$ cat src/rtl/seq_mag_comp_if.sv
// Operand/result handshake bundle for seq_mag_comp: operands in on a
// valid/ready pair, compare result out on a second valid/ready pair.
interface seq_mag_comp_if #(
  parameter int WIDTH = 32,
  parameter int CHUNK = 4
);
  localparam int NCHUNK = WIDTH / CHUNK;
  localparam int CW     = $clog2(NCHUNK + 1);

  logic             in_valid;
  logic             in_ready;
  logic [WIDTH-1:0] a;
  logic [WIDTH-1:0] b;
  logic             signed_mode;
  logic             out_valid;
  logic             out_ready;
  logic             eq;
  logic             gt;
  logic             lt;
  logic [CW-1:0]    chunks_used;

  modport master (
    output in_valid, a, b, signed_mode, out_ready,
    input  in_ready, out_valid, eq, gt, lt, chunks_used
  );

  modport slave (
    input  in_valid, a, b, signed_mode, out_ready,
    output in_ready, out_valid, eq, gt, lt, chunks_used
  );
endinterface

$ cat src/rtl/seq_mag_comp.sv
// Sequential magnitude comparator: walks CHUNK-bit slices from the MSB down,
// stopping at the first differing slice; signed mode biases the top slice.
module seq_mag_comp #(
  parameter int WIDTH = 32,
  parameter int CHUNK = 4
) (
  input  logic         clk,
  input  logic         rst_n,
  seq_mag_comp_if.slave bus
);
  localparam int NCHUNK = WIDTH / CHUNK;
  localparam int CW     = $clog2(NCHUNK + 1);
  localparam int IW     = (NCHUNK > 1) ? $clog2(NCHUNK) : 1;

  if ((CHUNK < 1) || (WIDTH % CHUNK != 0)) begin : g_bad_param
    $error("seq_mag_comp: WIDTH must be a positive multiple of CHUNK");
  end

  typedef enum logic [1:0] {IDLE, CMP, DONE} state_t;

  state_t           state_q, state_d;
  logic [IW-1:0]    idx_q, idx_d;
  logic [WIDTH-1:0] a_q, b_q;
  logic             sgn_q;
  logic             eq_q, gt_q, lt_q;
  logic             eq_d, gt_d, lt_d;
  logic [CW-1:0]    cu_q, cu_d;
  logic             load, shift, res_we;
  logic             is_top;
  logic [CHUNK-1:0] ka, kb;

  // Flipping the sign bit maps two's-complement order onto unsigned order.
  function automatic logic [CHUNK-1:0] chunk_key(input logic [CHUNK-1:0] c,
                                                 input logic flip_msb);
    logic [CHUNK-1:0] k;
    k = c;
    if (flip_msb) k[CHUNK-1] = ~c[CHUNK-1];
    return k;
  endfunction

  assign is_top = (idx_q == IW'(NCHUNK - 1));
  assign ka     = chunk_key(a_q[WIDTH-1 -: CHUNK], sgn_q & is_top);
  assign kb     = chunk_key(b_q[WIDTH-1 -: CHUNK], sgn_q & is_top);

  always_comb begin
    state_d = state_q;
    idx_d   = idx_q;
    load    = 1'b0;
    shift   = 1'b0;
    res_we  = 1'b0;
    eq_d    = eq_q;
    gt_d    = gt_q;
    lt_d    = lt_q;
    cu_d    = CW'(NCHUNK) - CW'(idx_q);
    unique case (state_q)
      IDLE: begin
        if (bus.in_valid) begin
          load    = 1'b1;
          idx_d   = IW'(NCHUNK - 1);
          state_d = CMP;
        end
      end
      CMP: begin
        if (ka != kb) begin
          res_we  = 1'b1;
          eq_d    = 1'b0;
          gt_d    = (ka > kb);
          lt_d    = (ka < kb);
          state_d = DONE;
        end else if (idx_q == '0) begin
          res_we  = 1'b1;
          eq_d    = 1'b1;
          gt_d    = 1'b0;
          lt_d    = 1'b0;
          state_d = DONE;
        end else begin
          shift   = 1'b1;
          idx_d   = idx_q - IW'(1);
        end
      end
      DONE: begin
        if (bus.out_ready) state_d = IDLE;
      end
      default: state_d = IDLE;
    endcase
  end

  always_ff @(posedge clk or negedge rst_n) begin
    if (!rst_n) begin
      state_q <= IDLE;
      idx_q   <= '0;
      eq_q    <= 1'b0;
      gt_q    <= 1'b0;
      lt_q    <= 1'b0;
      cu_q    <= '0;
    end else begin
      state_q <= state_d;
      idx_q   <= idx_d;
      if (res_we) begin
        eq_q <= eq_d;
        gt_q <= gt_d;
        lt_q <= lt_d;
        cu_q <= cu_d;
      end
    end
  end

  // Operand shift registers: the chunk under test always sits at the MSB end.
  always_ff @(posedge clk) begin
    if (load) begin
      a_q   <= bus.a;
      b_q   <= bus.b;
      sgn_q <= bus.signed_mode;
    end else if (shift) begin
      a_q <= a_q << CHUNK;
      b_q <= b_q << CHUNK;
    end
  end

  assign bus.in_ready    = (state_q == IDLE);
  assign bus.out_valid   = (state_q == DONE);
  assign bus.eq          = eq_q;
  assign bus.gt          = gt_q;
  assign bus.lt          = lt_q;
  assign bus.chunks_used = cu_q;
endmodule

$ cat src/flat_wrapper.sv
// flat-port wrapper written by rule: the top's interface ports become plain ports
module seq_mag_comp_flat 
#(
  parameter int WIDTH = 32,
  parameter int CHUNK = 4
)
  (clk, rst_n, bus_in_valid, bus_a, bus_b, bus_signed_mode, bus_out_ready, bus_in_ready, bus_out_valid, bus_eq, bus_gt, bus_lt, bus_chunks_used);
  seq_mag_comp_if #(.WIDTH(WIDTH), .CHUNK(CHUNK)) bus_i ();
  input  logic clk;
  input  logic rst_n;
  input wire logic [$bits(bus_i.in_valid)-1:0] bus_in_valid;
  input wire logic [$bits(bus_i.a)-1:0] bus_a;
  input wire logic [$bits(bus_i.b)-1:0] bus_b;
  input wire logic [$bits(bus_i.signed_mode)-1:0] bus_signed_mode;
  input wire logic [$bits(bus_i.out_ready)-1:0] bus_out_ready;
  output wire logic [$bits(bus_i.in_ready)-1:0] bus_in_ready;
  output wire logic [$bits(bus_i.out_valid)-1:0] bus_out_valid;
  output wire logic [$bits(bus_i.eq)-1:0] bus_eq;
  output wire logic [$bits(bus_i.gt)-1:0] bus_gt;
  output wire logic [$bits(bus_i.lt)-1:0] bus_lt;
  output wire logic [$bits(bus_i.chunks_used)-1:0] bus_chunks_used;
  assign bus_i.in_valid = bus_in_valid;
  assign bus_i.a = bus_a;
  assign bus_i.b = bus_b;
  assign bus_i.signed_mode = bus_signed_mode;
  assign bus_i.out_ready = bus_out_ready;
  assign bus_in_ready = bus_i.in_ready;
  assign bus_out_valid = bus_i.out_valid;
  assign bus_eq = bus_i.eq;
  assign bus_gt = bus_i.gt;
  assign bus_lt = bus_i.lt;
  assign bus_chunks_used = bus_i.chunks_used;
  seq_mag_comp #(.WIDTH(WIDTH), .CHUNK(CHUNK)) u_core (.clk(clk), .rst_n(rst_n), .bus(bus_i));
endmodule
$ cat config.mk
export PLATFORM = sky130hd
export DESIGN_NAME = seq_mag_comp_flat
export DESIGN_NICKNAME = d
export VERILOG_FILES = /design/src/rtl/seq_mag_comp_if.sv /design/src/rtl/seq_mag_comp.sv /design/src/flat_wrapper.sv
export SDC_FILE = /design/constraint.sdc
export NUM_CORES = 1
export LEC_CHECK = 0
export CORE_AREA = 5 5 99 101
export CTS_CLUSTER_DIAMETER = 60
export CTS_CLUSTER_SIZE = 28
export DETAILED_ROUTE_END_ITERATION = 6
export DIE_AREA = 0 0 104 106
export GPL_TIMING_DRIVEN = 1
export PLACE_DENSITY = 0.67
export RECOVER_POWER = 100
export SLEW_MARGIN = 20
export SYNTH_ARGS = -nofsm -noshare
export SYNTH_HDL_FRONTEND = slang
export SYNTH_SLANG_ARGS = --single-unit
$ cat constraint.sdc
create_clock -name clk -period 2.7 [get_ports clk]
set_clock_uncertainty 0.15 [all_clocks]
set_input_delay 0.27 -clock clk [delete_from_list [all_inputs] [get_ports clk]]
set_output_delay 0.27 -clock clk [all_outputs]
set_load 0.01 [all_outputs]
Word-level counts from Yosys, hierarchy flattened

Cells that the tools add are included.
W data, S select, Z words.

$add $sub $neg: 2
$mul: 0
Divide/modulo/power cells: 0
Order comparisons: 2
Equality and inequality tests: 9
Shift-type cells: 0
Muxes and demuxes: 28
Bitwise logic cells: 3
Reductions and logical operators: 8

Operators by type and width:

| cell                  | count |
|---|---|
| $mux W32              | 4 |
| $mux W1               | 15 |
| $mux W3               | 3 |
| $mux W2               | 4 |
| $ne A2 B2 Y1 const B  | 4 |
| $pmux W2 S3           | 1 |
| $pmux W3 S2           | 1 |
| $reduce_and A3 Y1     | 2 |
| $reduce_bool A2 Y1    | 3 |
| $gt A4 B4 Y1          | 1 |
| $lt A4 B4 Y1          | 1 |
| $ne A4 B4 Y1          | 1 |
| $reduce_and A4 Y1     | 1 |
| $sub A4 B3 Y4 const A | 1 |
| $eq A3 B3 Y1 const B  | 1 |
| $logic_not A3 Y1      | 1 |
| $ne A3 B1 Y1 const B  | 1 |
| $sub A3 B1 Y3 const B | 1 |
| $eq A2 B1 Y1 const B  | 1 |
| $eq A2 B2 Y1 const B  | 1 |
| $logic_not A2 Y1      | 1 |
| $not A1 Y1            | 2 |
| $and A1 B1 Y1         | 1 |

Register bits after elaboration: 77
Latch bits: 0
RAM bits: 0
Bits in read-only memories: 0
Memories: 0

Depth between registers and ports, before layout

Gate-level depths: netlist of the first run.

Depth in word-level cells: 8
Depth in mapped cells: 6

Least setup slack after synthesis of the first run

OpenSTA, ideal clock, no wires.

Path kind: reg-to-reg
Start: reg u_core.idx_q[0]
End: reg u_core.a_q[0] (enable)
Library setup time: 394 ps
Arrival time: 2219 ps
Required time: 2156 ps
Path slack: -63 ps
Stages on the path, launching flop included: 6
Period minus slack after synthesis: 2763 ps
Path through: dfrtp_1 -> inv_1 -> ha_1 -> ha_1 -> nor4b_4 -> or2_2

Longest elaborated chain between the ends: 7
Elaborated cells between the ends (all ways): 10
Classes of those cells: eq/ne (2); mux (5); bitwise (1); reduce/logical (2)

RTL lines:

| item                             | line                                   | source |
|---|---|---|
| from (decl)                      | seq_mag_comp.sv:22                     | `logic [IW-1:0] idx_q, idx_d;` |
| from (signal assigned)           | seq_mag_comp.sv:98                     | `idx_q <= idx_d;` |
| $eq A3 B3 Y1                     | seq_mag_comp.sv:41                     | `assign is_top = (idx_q == IW'(NCHUNK - 1));` |
| $and A1 B1 Y1                    | seq_mag_comp.sv:42, seq_mag_comp.sv:43 |  |
| $mux W1                          | seq_mag_comp.sv:37                     | `if (flip_msb) k[CHUNK-1] = ~c[CHUNK-1];` |
| $ne A4 B4 Y1                     | seq_mag_comp.sv:64                     | `if (ka != kb) begin` |
| $mux W1 (*)                      | seq_mag_comp.sv:64                     |  |
| $mux W1 (*)                      | seq_mag_comp.sv:55                     | `unique case (state_q)` |
| $reduce_bool A2 Y1 (no line) (*) | n/a                                    |  |
| to (signal assigned)             | seq_mag_comp.sv:111                    | `a_q <= bus.a;` |
| to (signal assigned)             | seq_mag_comp.sv:115                    | `a_q <= a_q << CHUNK;` |
| to (decl)                        | seq_mag_comp.sv:23                     | `logic [WIDTH-1:0] a_q, b_q;` |

Mark *: on every way between the ends. The rest lies on a longest branch, timed or not.
A chain may end at the register's enable or synchronous reset.

Worst setup path after layout of the first run

Start: reg u_core.state_q[0]
End: reg u_core.a_q[6], data pin

Longest elaborated chain between the ends: 3

RTL lines:

| item                   | line                | source |
|---|---|---|
| from (decl)            | seq_mag_comp.sv:21  | `state_t state_q, state_d;` |
| from (signal assigned) | seq_mag_comp.sv:97  | `state_q <= state_d;` |
| $logic_not A2 Y1       | seq_mag_comp.sv:55  |  |
| $mux W1                | seq_mag_comp.sv:55  |  |
| $mux W32               | seq_mag_comp.sv:110 | `if (load) begin` |

Every way passes these cells.

==> results.txt, run 1 <==
# H-tree levels -> 3
Routability cong. -> 0.791
Max-cap violation count -> 0
Total negative slack -> 0 ns
Worst Tran Pin Value -> 0.671 ns
Nets -> 365
Vias/cell -> 4.74
CTS Sinks -> 77
Drt first pass iters -> 4
Fmax -> 0.414 GHz
Die height -> 106 µm
Final worst path period share -> 89.4%
Fin crit period -> 2.41 ns
Initial antenna violation count -> 0
TritonCTS clock tree -> done
Post-CTS sizing -> 0
Clock Tree Buf Depth -> 2
P per Cell Area -> 873 mW/mm²
PortBufs -> 77
Grt ovf -> 0
FF-to-FF Start -> u_core.state_q[0]$_DFFE_PN0P_
Critical register-to-register path endpoint -> u_core.a_q[6]$_DFFE_PP_
R2r setup slk -> 0.29 ns
Fin area -> 0.00451 mm²
GRT Overall Usage -> 11.4%
Largest net degree at the start of global routing -> 25
Ys Warns -> 0
Synth unique cells -> 28
Mapped Area -> 0.00339 mm²
Placeable core area -> 0.00893 mm²
Syn Inst Count -> 202
Post-Route WL -> 6.01 mm
Worst Hold Class -> in2async
Cell Rows -> 35
Share of layout cells above drive strength 1 -> 28.7%
First-pass GRT wire length -> 9.79 mm
I/O pins -> 78
# DRC -> 0
Syn Nets -> 278
Placement Cell Area -> 0.00436 mm²
Hold buffer count at CTS -> 0
R2R depth -> 4
Slew headroom -> 55.0%
Final setup vio count -> 0
CTS clk-pin slew, worst paths -> 0.08 ns
Diode count -> 0
Die ar. -> 0.0110 mm²
Worst IR drop on VDD -> 315 µV
Crit-path max FO -> 24
Initial core utilization -> 37.9%
Clock Latency Late Sink -> 0.34 ns
Vias in the first global route -> 2024
RSZ-0062 raised after global routing -> false
Average routed wire per standard cell -> 14.9 µm
Flops & latches, synth -> 77
HPWL after DPL -> 4.52 mm
Number of CTS-inserted buffers -> 9
Sequential fraction of the synthesis area -> 66.5%
Crit end category -> register
Initial DRC count -> 96
Antenna-violating nets left -> 0
Fin. max-slew vios -> 0
Routed via count -> 1913
Die width -> 104 µm
Status -> finished clean
Critical path origin -> u_core.state_q[0]$_DFFE_PN0P_
Fin. Hold Viols -> 0
CTS root buf -> clkbuf_8
Avg Inst Size Synth -> 16.8 µm²
Post-CTS setup buffer count -> 0
Worst setup path end -> u_core.a_q[6]$_DFFE_PP_
Worst path arrival time -> 2.35 ns
Type of the worst setup path -> reg2reg
Layout area overhead -> 33.2%
Lkg Pwr -> 1.69 nW
Worst Path Required -> 2.64 ns
Startpoint types -> register
[flip-flops by register name, summed over array words and instances, names as in the netlist]
name	cells
u_core.idx_q	3
u_core.state_q	2
u_core.bus.gt	1
u_core.bus.lt	1
u_core.a_q	32
u_core.bus.eq	1
u_core.bus.chunks_used	4
u_core.b_q	32
u_core.sgn_q	1
[critical path: stages (launching register included)]
cell and delay, ns:
dfrtp_1 0.40, nor2_2 0.34, and2_2 0.45, clkbuf_4 0.44
mux2_2 0.38
[cells in the final DEF (no fill, tap or decap), drive strengths merged, types with 3 or more instances in the layout]
master,instances
a21oi,5
and3,9
buf,4
clkbuf,12
clkdlybuf4s50,66
clkinv,4
dfrtp,12
dlygate4sd3,11
edfxtp,65
ha,7
inv,9
mux2,58
nand2,3
o21ai,4
[Yosys cell counts, drive strengths merged]
| cell | count | area [µm²] |
|---|---|---|
| mux2 | 58 | 653 |
| nand2 | 3 | 11.3 |
| xor2 | 1 | 16.3 |
| buf | 7 | 50.0 |
| nand3 | 2 | 10.0 |
| a22o | 1 | 8.76 |
| nor4b | 1 | 23.8 |
| a21oi | 5 | 28.8 |
| ha | 7 | 87.6 |
| nand2b | 2 | 12.5 |
| o211ai | 2 | 15.0 |
| o21ai | 4 | 20.0 |
| o41ai | 1 | 8.76 |
| and2 | 2 | 12.5 |
| nor2 | 2 | 10.0 |
| inv | 9 | 33.8 |
| nor3 | 2 | 10.0 |
| edfxtp | 65 | 1950 |
| o31ai | 1 | 21.3 |
| and2b | 1 | 7.51 |
| nand3b | 2 | 15.0 |
| and3 | 9 | 56.3 |
| or2 | 2 | 12.5 |
| mux2i | 1 | 10.0 |
| dfrtp | 12 | 300 |
[worst min-delay path by stage]
stage                                                from                               endpoint
floorplan                                           rst_n  u_core.bus.chunks_used[0]$_DFFE_PN0P_
global placement    u_core.bus.chunks_used[0]$_DFFE_PN0P_  u_core.bus.chunks_used[0]$_DFFE_PN0P_
detailed placement  u_core.bus.chunks_used[3]$_DFFE_PN0P_  u_core.bus.chunks_used[3]$_DFFE_PN0P_
CTS                                                 rst_n  u_core.bus.chunks_used[0]$_DFFE_PN0P_
global route                                        rst_n  u_core.bus.chunks_used[0]$_DFFE_PN0P_
finish                                              rst_n          u_core.state_q[0]$_DFFE_PN0P_
[where the power goes]
part           switching [W]  internal (W)  total, W
sequential          0.000110       0.00181   0.00192
clock               0.000396      0.000418  0.000813
combinational       0.000541      0.000665   0.00121
total                0.00105       0.00289   0.00394
[per-stage QoR]
stage	std cells	setup slack (ns)	hold WS [ns]	total power [W]	util, %
floorplan	202	0.241	-0.176	0.00275	-
global placement	389	0.359	0.321	0.00319	48.8
detailed placement	389	0.317	0.318	0.00323	48.8
CTS	404	0.309	0.130	0.00406	50.8
global route	404	0.152	0.234	0.00419	50.5
finish	404	0.287	0.198	0.00394	50.5
[final cells by class]
class,instances,area (µm²)
multi-input cells,109,1050
clock buffers,10,128
clock inverters,5,52.6
repair buffers,83,862
flip-flops and latches,77,2250
inverters,9,33.8
fillers,788,4420
well taps,111,139
[logic make-up after synthesis]
kind of cell	share of synthesized area [%]
AO/OA/AOI/OAI	3.03
XOR/XNOR	0.480
adder cells (fa/ha/maj)	2.59
buffers and inverters	2.47
flip-flops	66.5
multiplexers	19.6
AND/OR/NAND/NOR	5.36
[metal layers]
| metal | global-route usage (%) | up-vias | share of wire, % |
|---|---|---|---|
| li1 | - | 941 | - |
| met3 | 5.22 | 9 | 8.3 |
| met1 | 14.7 | 903 | 44 |
| met2 | 16.6 | 60 | 46 |
| met5 | 0 | - | 0 |
| met4 | 4.44 | 0 | 1.5 |
Power figures use the tool's default switching activity.
==> inputs of run 2 (changes only) <==
Settings changed: PLACE_DENSITY 0.67 to 0.72, SLEW_MARGIN 20 to not set.
==> run 2 against run 1 <==
  * Die area is the same
  * Total power increased by 2.2%
  * Utilization is essentially flat
  * Cell count increased by 0.25%
  * Largest cell class unchanged
  * Fmax rose by 1.5%
  * Global-route usage is 0.20 points higher
  * Combinational power fell by 5%
  * Clock-buffer cell count fell by 1
  * Register-to-register slack gained 0.04 ns
  * Sequential cell count did not move
  * Critical path type unchanged
==> results.txt, run 2 (synthesized netlist as in run 1, its figures left out) <==
P per Cell Area -> 893 mW/mm² (was 873 mW/mm²)
WP buf/inv -> 2 (was 1)
Vias in the first global route -> 2096 (was 2024)
Average routed wire per standard cell -> 14.9 µm (about the same)
Drt first pass iters -> 4 (unchanged)
Number of CTS-inserted buffers -> 9 (unchanged)
Most common cell after layout, fill and taps aside -> clkdlybuf4s50_1 (unchanged)
Share of layout cells above drive strength 1 -> 28.6% (was 28.7%)
Most frequent cells in the layout -> 66 x clkdlybuf4s50_1, 65 x edfxtp_1, 58 x mux2_2, 12 x dfrtp_1, 11 x dlygate4sd3_1 (unchanged)
Worst path arrival time -> 2.24 ns (was 2.35 ns)
HPWL after DPL -> 4.50 mm (was 4.52 mm)
First-pass GRT wire length -> 10.1 mm (was 9.79 mm)
# H-tree levels -> 3 (unchanged)
Initial DRC count -> 48 (was 96)
Cell Rows -> 35 (unchanged)
Slowest CP cell -> dfrtp_1 (was and2_2)
Fin area -> 0.00451 mm² (about the same)
CTS clk-pin slew, worst paths -> 0.08 ns (about the same)
Pre-CTS setup slack -> 0.438 ns (was 0.317 ns)
Fmax -> 0.421 GHz (was 0.414 GHz)
I/O pins -> 78 (unchanged)
Nets -> 365 (unchanged)
Layout area overhead -> 33.2% (about the same)
RSZ-0062 raised after global routing -> false (unchanged)
Final worst path period share -> 88.0% (was 89.4%)
Antenna-violating nets left -> 0 (unchanged)
Die width -> 104 µm (unchanged)
Max-cap violation count -> 0 (unchanged)
Initial core utilization -> 37.9% (unchanged)
Lkg Pwr -> 1.69 nW (about the same)
# DRC -> 0 (unchanged)
Placeable core area -> 0.00893 mm² (unchanged)
Critical Path Most Common Cell -> ha_1
Type of the worst setup path -> reg2reg (unchanged)
Die ar. -> 0.0110 mm² (unchanged)
Status -> finished clean (unchanged)
Vias/cell -> 4.78 (was 4.74)
CTS root buf -> clkbuf_8 (unchanged)
Post-CTS sizing -> 0 (unchanged)
Hold buffer count at CTS -> 0 (unchanged)
Post-CTS setup buffer count -> 0 (unchanged)
CTS Sinks -> 77 (unchanged)
Diode count -> 0 (unchanged)
Slowest cell delay on critical path -> 0.41 ns (was 0.45 ns)
Initial antenna violation count -> 0 (unchanged)
Worst Tran Pin Value -> 0.716 ns (was 0.671 ns)
Final worst setup slack -> 0.324 ns (was 0.287 ns)
WHS -> 0.189 ns (was 0.198 ns)
Routed via count -> 1936 (was 1913)
Slew headroom -> 52.0% (was 55.0%)
Final setup vio count -> 0 (unchanged)
Crit end category -> register (unchanged)
PortBufs -> 77 (unchanged)
Routability cong. -> 0.784 (was 0.791)
Largest net degree at the start of global routing -> 40 (was 25)
Fin. max-slew vios -> 0 (unchanged)
Placement Cell Area -> 0.00431 mm² (was 0.00436 mm²)
CP Cell Sequence -> inv_1, ha_1, ha_1, nor4b_4, or2_0, clkbuf_4 (was nor2_2, and2_2, clkbuf_4, mux2_2)
Startpoint types -> register (unchanged)
Grt ovf -> 0 (unchanged)
Worst IR drop on VDD -> 359 µV (was 315 µV)
Worst Hold Class -> in2async (unchanged)
Total negative slack -> 0 ns (unchanged)
TritonCTS clock tree -> done (unchanged)
Clock Tree Buf Depth -> 2 (unchanged)
Fin crit period -> 2.38 ns (was 2.41 ns)
Die height -> 106 µm (unchanged)
Worst Path Required -> 2.57 ns (was 2.64 ns)
Post-Route WL -> 6.04 mm (was 6.01 mm)
GRT Overall Usage -> 11.6% (was 11.4%)
Fill cells -> 791 (was 788)
Clock Latency Late Sink -> 0.35 ns (was 0.34 ns)
Fin. Hold Viols -> 0 (unchanged)
Top delay family on crit path -> simple AND/OR/NAND/NOR gates (unchanged)
Crit-path max FO -> 25 (was 24)
[run 2: worst register-to-register path, stage by stage (launching register included)]
cell,delay (ns)
dfrtp_1,0.41
inv_1,0.09
ha_1,0.20
ha_1,0.23
nor4b_4,0.32
or2_0,0.24
clkbuf_4,0.39
[run 2: report_power, final]
part           switching (W)  leakage [nW]  internal, W  total, W
Clock               0.000434         0.105     0.000525  0.000958
Combinational       0.000533         0.824     0.000617   0.00115
Sequential          0.000109         0.758      0.00181   0.00192
Total                0.00108          1.69      0.00295   0.00403
[run 2: final cells by class]
| type | count | area (µm²) | area share, % |
|---|---|---|---|
| clock inverters | 7 | 98.8 | 2.19 |
| inverters | 9 | 33.8 | 0.749 |
| well taps | 111 | 139 | 3.08 |
| clock buffers | 9 | 124 | 2.75 |
| flip-flops and latches | 77 | 2250 | 49.9 |
| multi-input cells | 109 | 1040 | 23.1 |
| repair buffers | 83 | 822 | 18.2 |
[run 2: stage by stage]
step | utilization (%) | instances | total power, W
final | 50.5 | 405 | 0.00403
after global routing | 50.5 | 405 | 0.00427
after CTS | 50.7 | 405 | 0.00414
after detailed placement | 48.2 | 389 | 0.00317
after global placement | 48.2 | 389 | 0.00312
after floorplan | - | 202 | 0.00275
[run 2: worst paths after layout]
path / startpoint / slack (ns) / cells past startpoint / endpoint
worst max-delay path: u_core.idx_q[0]$_DFFE_PN0P_ / 0.32 / 6 / u_core.a_q[19]$_DFFE_PP_
worst min-delay path: rst_n / 0.19 / 1 / u_core.idx_q[0]$_DFFE_PN0P_
worst max register to register: u_core.idx_q[0]$_DFFE_PN0P_ / 0.32 / 6 / u_core.a_q[19]$_DFFE_PP_
worst min register to register: u_core.bus.gt$_DFFE_PN0P_ / 0.33 / 2 / u_core.bus.gt$_DFFE_PN0P_
max in group asynchronous: rst_n / 1.85 / 1 / u_core.state_q[0]$_DFFE_PN0P_
min in group clk: u_core.bus.gt$_DFFE_PN0P_ / 0.33 / 2 / u_core.bus.gt$_DFFE_PN0P_
[run 2: per-layer routing]
metal	part of all wire [%]	global-route usage, %
met3	7.3	5.71
met5	0	0
met2	50	19.0
met1	43	13.6
met4	0.41	2.78
==> inputs of run 3 (changes only) <==
Settings changed: GPL_TIMING_DRIVEN 1 to 0.
==> run 3 against run 2 <==
  * Die area stayed put
  * Setup slack worse by 0.050 ns
  * Critical path depth shrank 1
  * Largest power group unchanged
  * Clock power down 4.4%
  * First-iteration DRC count is 48% higher
  * Cell count rose by 0.99%
  * Hold slack about the same
  * Sequential power is essentially flat
  * Via count rose by 3.0%
  * Critical endpoint is now u_core.b_q[26]$_DFFE_PP_
  * Routed wire length rose by 7.6%
==> results.txt, run 3 (synthesized netlist as in run 1, its figures left out) <==
I/O pins -> 78 (unchanged)
R2R depth -> 5 (was 6)
# DRC -> 0 (unchanged)
Placement Cell Area -> 0.00430 mm² (was 0.00431 mm²)
P per Cell Area -> 890 mW/mm² (was 893 mW/mm²)
Slew headroom -> 57.5% (was 52.0%)
GRT Overall Usage -> 12.2% (was 11.6%)
Vias/cell -> 4.88 (was 4.78)
Share of layout cells above drive strength 1 -> 27.9% (was 28.6%)
Startpoint types -> register (unchanged)
Fin area -> 0.00449 mm² (was 0.00451 mm²)
Number of CTS-inserted buffers -> 9 (unchanged)
Crit end category -> register (unchanged)
Drt first pass iters -> 4 (unchanged)
Total negative slack -> 0 ns (unchanged)
R2r setup slk -> 0.27 ns (was 0.32 ns)
Largest net degree at the start of global routing -> 33 (was 40)
Antenna-violating nets left -> 0 (unchanged)
Initial DRC count -> 71 (was 48)
RSZ-0062 raised after global routing -> false (unchanged)
Die height -> 106 µm (unchanged)
PortBufs -> 77 (unchanged)
Final worst path period share -> 89.9% (was 88.0%)
Cell Rows -> 35 (unchanged)
Fin. Hold Viols -> 0 (unchanged)
Lkg Pwr -> 1.69 nW (about the same)
TritonCTS clock tree -> done (unchanged)
Clock Tree Buf Depth -> 2 (unchanged)
Type of the worst setup path -> reg2reg (unchanged)
Grt met2 use -> 20.9% (was 19.0%)
Most common cell after layout, fill and taps aside -> clkdlybuf4s50_1 (unchanged)
Post-Route WL -> 6.50 mm (was 6.04 mm)
Grt ovf -> 0 (unchanged)
Routed via count -> 1994 (was 1936)
Crit-path max FO -> 10 (was 25)
Reg area -> 0.00225 mm² (unchanged)
Worst setup path end -> u_core.b_q[26]$_DFFE_PP_ (was u_core.a_q[19]$_DFFE_PP_)
Placeable core area -> 0.00893 mm² (unchanged)
HPWL after DPL -> 4.54 mm (was 4.50 mm)
Initial core utilization -> 37.9% (unchanged)
Worst Path Required -> 2.64 ns (was 2.57 ns)
Inst Count DP -> 390 (was 389)
Multi-input logic area -> 0.00105 mm² (was 0.00104 mm²)
Diode count -> 0 (unchanged)
Worst path arrival time -> 2.37 ns (was 2.24 ns)
Nets -> 370 (was 365)
# H-tree levels -> 3 (unchanged)
Fill cells -> 784 (was 791)
Routability cong. -> 0.716 (was 0.784)
Status -> finished clean (unchanged)
FF-to-FF Start -> u_core.state_q[0]$_DFFE_PN0P_ (was u_core.idx_q[0]$_DFFE_PN0P_)
Most frequent cells in the layout -> 66 x clkdlybuf4s50_1, 65 x edfxtp_1, 58 x mux2_2, 12 x dfrtp_1, 11 x dlygate4sd3_1 (unchanged)
Vias in the first global route -> 2201 (was 2096)
Finished Core Util -> 50.3% (was 50.5%)
CTS clk-pin slew, worst paths -> 0.08 ns (about the same)
Final setup vio count -> 0 (unchanged)
First-pass GRT wire length -> 10.5 mm (was 10.1 mm)
Die width -> 104 µm (unchanged)
GR Layer Usage met3 -> 4.74% (was 5.71%)
CTS Sinks -> 77 (unchanged)
Worst Hold Class -> in2async (unchanged)
Worst IR drop on VDD -> 405 µV (was 359 µV)
Layout area overhead -> 32.7% (was 33.2%)
Fin cells -> 409 (was 405)
WHS -> 0.189 ns (about the same)
Max-cap violation count -> 0 (unchanged)
Critical register-to-register path endpoint -> u_core.b_q[26]$_DFFE_PP_ (was u_core.a_q[19]$_DFFE_PP_)
Fin. max-slew vios -> 0 (unchanged)
CTS root buf -> clkbuf_8 (unchanged)
Most Crowded Layer GR -> met2 (unchanged)
Hold buffer count at CTS -> 0 (unchanged)
Fin crit period -> 2.43 ns (was 2.38 ns)
Average routed wire per standard cell -> 15.9 µm (was 14.9 µm)
Met1 Usage GRT -> 13.3% (was 13.6%)
Fmax -> 0.412 GHz (was 0.421 GHz)
Die ar. -> 0.0110 mm² (unchanged)
Initial antenna violation count -> 0 (unchanged)
Clock Latency Late Sink -> 0.34 ns (was 0.35 ns)
Critical path origin -> u_core.state_q[0]$_DFFE_PN0P_ (was u_core.idx_q[0]$_DFFE_PN0P_)
Worst Tran Pin Value -> 0.637 ns (was 0.716 ns)
-- run 3: worst min path at each step --
| stage | slack [ns] | to | startpoint | cells past startpoint |
|---|---|---|---|---|
| 2_1_floorplan | -0.18 | u_core.bus.chunks_used[0]$_DFFE_PN0P_ | rst_n | 0 |
| 3_3_place_gp | 0.31 | u_core.bus.chunks_used[0]$_DFFE_PN0P_ | u_core.bus.chunks_used[0]$_DFFE_PN0P_ | 2 |
| 3_5_place_dp | 0.33 | u_core.bus.chunks_used[3]$_DFFE_PN0P_ | u_core.bus.chunks_used[3]$_DFFE_PN0P_ | 2 |
| 4_1_cts | 0.13 | u_core.bus.chunks_used[0]$_DFFE_PN0P_ | rst_n | 1 |
| 5_1_grt | 0.22 | u_core.bus.chunks_used[0]$_DFFE_PN0P_ | rst_n | 1 |
| 6_report | 0.19 | u_core.bus.chunks_used[0]$_DFFE_PN0P_ | rst_n | 1 |
-- run 3: cell type report --
class / instances / area share (%)
tap: 111 / 3.09
sequential: 77 / 50.1
buffer: 7 / 0.724
clock inverter: 5 / 1.70
multi-input combinational: 111 / 23.4
clock buffer: 10 / 2.84
timing repair buffer: 79 / 17.4
inverter: 9 / 0.752
-- run 3: timing repair --
item / in CTS / in global routing
buffers inserted: 0 / 2
gates resized for setup: 1 / 0
pin swaps: 1 / 3
cloned: 1 / 1
endpoints found under the setup margin: 64 / 64
-- run 3: power breakdown --
group          internal (W)  switching [W]
clock network      0.000511       0.000405
logic              0.000607       0.000551
registers           0.00181       0.000111
-- run 3: metrics by stage --
| step | setup slack (ns) | total power, W |
|---|---|---|
| global placement | -0.107 | 0.00312 |
| global route | 0.105 | 0.00424 |
| finish | 0.274 | 0.00400 |
| CTS | 0.0502 | 0.00411 |
| detailed placement | -0.158 | 0.00318 |
| floorplan | 0.241 | 0.00275 |
-- run 3: routing by layer --
| metal | vias up | part of all wire [%] | wire, µm |
|---|---|---|---|
| li1 | 952 | - | - |
| met1 | 967 | 41 | 2670 |
| met2 | 66 | 50 | 3280 |
| met3 | 9 | 7.2 | 465 |
| met4 | 0 | 1.4 | 90 |
| met5 | - | 0 | 0 |
-- run 3: worst max-delay path, cell delays in order, from the launching register on --
cell	delay, ns
dfrtp_1	0.40
nor2_2	0.37
and2_1	0.19
buf_4	0.15
clkbuf_1	0.51
mux2_2	0.41
